File: src/rtl/hex_page_display.sv
// -----------------------------------------------------------------------------
// hex_page_display
//
// Board-level display controller. It captures a DATA_W-bit value while `load`
// is high and shows it on NUM_DIGITS active-low seven-segment digits. When the
// value is wider than the digit window, a debounced push-button steps through
// the value one window (page) at a time, wrapping back to page 0 after the last.
//
// Optional feature (compile-time macro HEX_LZB_EN):
//   When defined and lzb_mode = 1, digits above the highest non-zero digit of
//   the current page are blanked. Digit 0 is never blanked. When the macro is
//   undefined, lzb_mode is ignored and no blanking logic exists.
//
// Parameters:
//   DATA_W      width of the displayed value (>= 1)
//   NUM_DIGITS  number of seven-segment digits driven
//   DB_CYCLES   consecutive stable cycles needed to accept a button change
//
// Ports:
//   CLOCK_50  in   system clock, all state on the rising edge
//   RST       in   synchronous, active-high reset
//   data_in   in   value to display
//   load      in   level; while high the capture register follows data_in
//   page_btn  in   raw push-button, active-low, asynchronous to CLOCK_50
//   lzb_mode  in   leading-zero blanking request (HEX_LZB_EN builds only)
//   hex_out   out  active-low segments {g,f,e,d,c,b,a}; digit d at [7d+6:7d]
//   page_idx  out  currently displayed page
// -----------------------------------------------------------------------------
module hex_page_display #(
    parameter  int DATA_W     = 64,
    parameter  int NUM_DIGITS = 8,
    parameter  int DB_CYCLES  = 500000,
    localparam int PAGE_BITS  = 4 * NUM_DIGITS,
    localparam int NUM_PAGES  = (DATA_W + PAGE_BITS - 1) / PAGE_BITS,
    localparam int PAGE_W     = (NUM_PAGES > 1) ? $clog2(NUM_PAGES) : 1
) (
    input  logic                    CLOCK_50,
    input  logic                    RST,
    input  logic [DATA_W-1:0]       data_in,
    input  logic                    load,
    input  logic                    page_btn,
    input  logic                    lzb_mode,
    output logic [7*NUM_DIGITS-1:0] hex_out,
    output logic [PAGE_W-1:0]       page_idx
);

    localparam int         CNT_W = $clog2(DB_CYCLES + 1);
    localparam int         EXT_W = NUM_PAGES * PAGE_BITS;
    localparam logic [6:0] BLANK = 7'h7F;

    // Active-low segment pattern {g,f,e,d,c,b,a} for one hex nibble.
    function automatic logic [6:0] seg7(input logic [3:0] nib);
        logic [6:0] seg;
        case (nib)
            4'h0: seg = 7'h40;
            4'h1: seg = 7'h79;
            4'h2: seg = 7'h24;
            4'h3: seg = 7'h30;
            4'h4: seg = 7'h19;
            4'h5: seg = 7'h12;
            4'h6: seg = 7'h02;
            4'h7: seg = 7'h78;
            4'h8: seg = 7'h00;
            4'h9: seg = 7'h10;
            4'hA: seg = 7'h08;
            4'hB: seg = 7'h03;
            4'hC: seg = 7'h27;
            4'hD: seg = 7'h21;
            4'hE: seg = 7'h06;
            default: seg = 7'h0E;
        endcase
        return seg;
    endfunction

    logic [DATA_W-1:0]       cap;
    logic [EXT_W-1:0]        cap_ext;
    logic [PAGE_BITS-1:0]    window;
    logic [7*NUM_DIGITS-1:0] hex_next;

    logic                    sync_meta;
    logic                    sync;
    logic                    stable;
    logic [CNT_W-1:0]        cnt;
    logic                    press;

    // Zero-extend so a partial top page reads missing nibble bits as 0.
    assign cap_ext = EXT_W'(cap);

    // The debounced level is about to fall 1->0 on this edge: that edge is the
    // single press event. Releases (0->1) never generate one.
    assign press = stable && !sync && (cnt == CNT_W'(DB_CYCLES - 1));

    // Select the digit window of the current page.
    // NOTE: every variable written in always_comb gets a default first, so no
    // path leaves it unassigned and no latch is inferred.
    always_comb begin
        window = cap_ext[PAGE_BITS-1:0];
        for (int p = 1; p < NUM_PAGES; p++) begin
            if (page_idx == PAGE_W'(p)) begin
                window = cap_ext[p*PAGE_BITS +: PAGE_BITS];
            end
        end
    end

`ifdef HEX_LZB_EN
    logic lzb_seen;
`else
    logic lzb_unused;
    assign lzb_unused = lzb_mode;
`endif

    // Decode every digit, then (optionally) blank leading zeros scanning down
    // from the most significant digit. Digit 0 is excluded from the scan.
    always_comb begin
        hex_next = '0;
        for (int d = 0; d < NUM_DIGITS; d++) begin
            hex_next[7*d +: 7] = seg7(window[4*d +: 4]);
        end
`ifdef HEX_LZB_EN
        lzb_seen = 1'b0;
        for (int d = NUM_DIGITS - 1; d > 0; d--) begin
            if (window[4*d +: 4] != 4'h0) begin
                lzb_seen = 1'b1;
            end
            if (lzb_mode && !lzb_seen) begin
                hex_next[7*d +: 7] = BLANK;
            end
        end
`endif
    end

    // NOTE: sequential state uses non-blocking assignments so every register
    // samples the pre-edge values of the others, matching real flip-flops.
    always_ff @(posedge CLOCK_50) begin
        if (RST) begin
            cap       <= '0;
            page_idx  <= '0;
            sync_meta <= 1'b1;
            sync      <= 1'b1;
            stable    <= 1'b1;
            cnt       <= '0;
            hex_out   <= {NUM_DIGITS{BLANK}};
        end else begin
            // Two-flop synchroniser for the asynchronous button.
            sync_meta <= page_btn;
            sync      <= sync_meta;

            if (load) begin
                cap <= data_in;
            end

            // Accept a new button level only after DB_CYCLES consecutive
            // cycles of disagreement with the current debounced level.
            if (sync == stable) begin
                cnt <= '0;
            end else if (cnt == CNT_W'(DB_CYCLES - 1)) begin
                stable <= sync;
                cnt    <= '0;
            end else begin
                cnt <= cnt + CNT_W'(1);
            end

            // With a single page the compare is always true, pinning page 0.
            if (press) begin
                page_idx <= (page_idx == PAGE_W'(NUM_PAGES - 1)) ? '0
                                                                 : page_idx + PAGE_W'(1);
            end

            hex_out <= hex_next;
        end
    end

endmodule

File: config.mk
export PLATFORM = sky130hd
export DESIGN_NAME = hex_page_display
export DESIGN_NICKNAME = d
export VERILOG_FILES = /design/src/rtl/hex_page_display.sv
export SDC_FILE = /design/constraint.sdc
export NUM_CORES = 1
export LEC_CHECK = 0
export ABC_AREA = 1
export CAP_MARGIN = 20
export CORE_ASPECT_RATIO = 0.8
export CORE_MARGIN = 2
export CORE_UTILIZATION = 50
export CTS_CLUSTER_DIAMETER = 30
export DETAILED_ROUTE_END_ITERATION = 8
export PLACE_DENSITY = 0.81
export SLEW_MARGIN = 20
export SYNTH_ARGS = -nofsm -noshare
export SYNTH_HDL_FRONTEND = slang
export SYNTH_SLANG_ARGS = --single-unit
export TNS_END_PERCENT = 50
File: constraint.sdc
create_clock -name CLOCK_50 -period 2.9 [get_ports CLOCK_50]
set_input_delay 0.29 -clock CLOCK_50 [delete_from_list [all_inputs] [get_ports CLOCK_50]]
set_output_delay 0.29 -clock CLOCK_50 [all_outputs]
set_load 0.02 [all_outputs]
==> impl_results.md <==
* Most common cell in the netlist: nand2_1
* PortBufs at 124
* Simple logic cell fraction of the synthesized area at 0.248
* First-pass GRT wire length at between 20000 and 30000 um
* Min cycle time layout at around 2200 ps
* Slew margin rel. at 0.474
* Worst Hold Class: flop to flop
* DP HPWL at 11100 um
* Status: complete, no violations
* Post-DR wirelength/cell at 13.2 um
* PD cells at 591 nW/um^2
* Ys Warns at 0
* Netlist Area Pre-Place at roughly 6900 um^2
* Post-synthesis compound-gate area fraction at 0.150
* Die width at 135 um
* Pin count of the biggest net entering global routing at 54
* Gate Count Post-Synth at 921
* Sequential share of the synthesized area at 0.417
* Fin crit share at 0.758
* Leakage at around 3.8 nW
* Final Hold Fails at 0
* WS Path Type: flop to flop
* Max clock buf depth at 2
* DRT Pass-1 Iters at 8
* Die height at 109 um
* I/O Pins at 126
* Max-cap violations at 0
* Resized Gates After CTS at 0
* Core ar. at around 14000 um^2
* Clock transition at the registers of the reported paths at 60 ps
* Maximum vdd drop at 457 uV
* DR iter-0 viols at 393
* Commonest cells post-synth: 159 x nand2_1, 157 x nor2_1, 143 x dfxtp_1, 98 x o21ai_0, 71 x inv_1
* Die Area at between 10000 and 15000 um^2
* CP startpoint kind: flop
* Floorplan row count at 38
* Clock Latency Late Sink at between 400 and 500 ps
* Routed wire length at 16200 um
* Final setup viols at 0
* Antenna violations before repair at 0
* Vias at 6341
* Async set-or-reset flop fraction in the synthesized netlist at 0
* Hold-fix buffers, CTS at 0
* Layout cells sized above 1 at 0.0817
* Post-CTS setup buffers at 0
* Synth area leader: dfxtp_1
* Post-synth EDFFs at 0
* Vias in the first global route at 5648
* H-tree depth at 4
* Post-synthesis mux area share at 0
* Hold slack at about 420 ps
* Post-synth top area share at 0.417
* Worst EP required at 3250 ps
* Synth cell types at 28
* Final setup TNS at 0 ps
* Clock skew at 7.92 ps
* Layout Area Growth over Synthesis at 29.5%
* Synth Flop Type: dfxtp_1
* Avg Inst Size Synth at 7.45 um^2
* TritonCTS clock tree: built
* Post-DRT Antenna Nets at 0
* GP Congestion at 0.886
* CTS buffer count at 17
* Synthesized flop and latch total at 143
* Initial Utilization at 0.508
* Root Buffer: clkbuf_16
* Max Clk Rate at 455 MHz
* Slew Viols, Final at 0
* Main combinational cell family by area after synthesis: simple AND/OR/NAND/NOR gates
* Crit path max fanout at 24
* GRT Overall Usage at 0.224
* Final net count at ~1200
* RSZ-0062 raised after global routing: no
* Synth area leaders: dfxtp_1 42%, ha_1 11%, nand2_1 8.7%
* Post-DR vias/cell at 5.14
* Mapped Nets at ~1000
* Crit. End Element: flop
* Sink Count at between 100 and 150
* Arr. time, crit path at 2550 ps
* Antenna cells at 0
* Post-synthesis adder-cell area fraction at 0.106
* DR DRC count at 0
* Worst Tran Pin Value at 789 ps
* Post-synthesis xor/xnor area fraction at 0.00894
* Grt ovf at 0
-- power breakdown --
group          switching [mW]  total [mW]  internal [mW]
clock network           0.840        2.30           1.46
registers              0.0469        2.15           2.11
logic                   0.447       0.794          0.347
total                    1.33        5.25           3.92
-- final cells by class --
cell class | instances | area, um^2
multi-input cells | 658 | 3520
well taps | 180 | 225
flip-flops and latches | 143 | 2860
inverters | 88 | 330
fillers | 1153 | 4620
clock buffers | 19 | 443
clock inverters | 13 | 188
repair buffers | 132 | 1310
-- placed cells by master (no fill, tap or decap), drive strengths merged --
cell and count:
a31oi 2, inv 89, nand4 3, or2 18
clkinv 2, nor2 157, dfxtp 143, a21oi 29
o221ai 4, o211ai 9, xor2 6, o21ai 132
buf 8, ha 58, clkdlybuf4s50 124, nand3b 1
nand2 162, nand3 69, nor3 3, o31ai 4
bufinv 4, clkinvlp 6, xnor2 1, clkbuf 19
-- sequential cells by signal (all words and copies together) (netlist names) --
name	flops
sync	1
cnt	19
cap	64
hex_out	56
page_idx	1
sync_meta	1
stable	1
-- cell families after synthesis --
logic type	count (synthesis)
compound gates	180
xor+xnor	7
fa+ha+maj	58
buf+inv	120
flops	143
simple gates	413
-- metal layers --
metal,part of all wire,global-route usage
met5,0,0
met3,0.064,0.0586
met1,0.46,0.302
met4,0.031,0.0885
met2,0.44,0.343
-- path summary, 6_finish.rpt --
check,start,end,slack [ps],cells after the start
max reg2reg,page_idx$_SDFFE_PP0P_,hex_out[38]$_SDFF_PP1_,700,8
max,page_idx$_SDFFE_PP0P_,hex_out[38]$_SDFF_PP1_,700,8
min reg2reg,sync_meta$_SDFF_PP1_,sync$_SDFF_PP1_,420,1
min,sync_meta$_SDFF_PP1_,sync$_SDFF_PP1_,420,1
-- critical path, cell delays in order, from the launching register on --
cell	delay, ps
dfxtp_2	460
buf_4	400
nand2_1	100
nand2_1	290
inv_1	160
ha_1	330
o21ai_0	210
nand2_1	90
nand3_1	80
-- per-stage QoR --
step | worst slack, ps | cells | utilization | power (mW) | area (um^2)
2_1_floorplan | 994 | 921 | - | 2.64 | 6860
3_3_place_gp | 845 | 1201 | 0.611 | 2.97 | 8250
3_5_place_dp | 805 | 1201 | 0.611 | 2.98 | 8250
4_1_cts | 732 | 1233 | 0.658 | 5.28 | 8880
5_1_grt | 566 | 1233 | 0.658 | 5.47 | 8880
6_report | 703 | 1233 | 0.658 | 5.25 | 8880
Note: power is estimated with default switching activity, not from simulation.
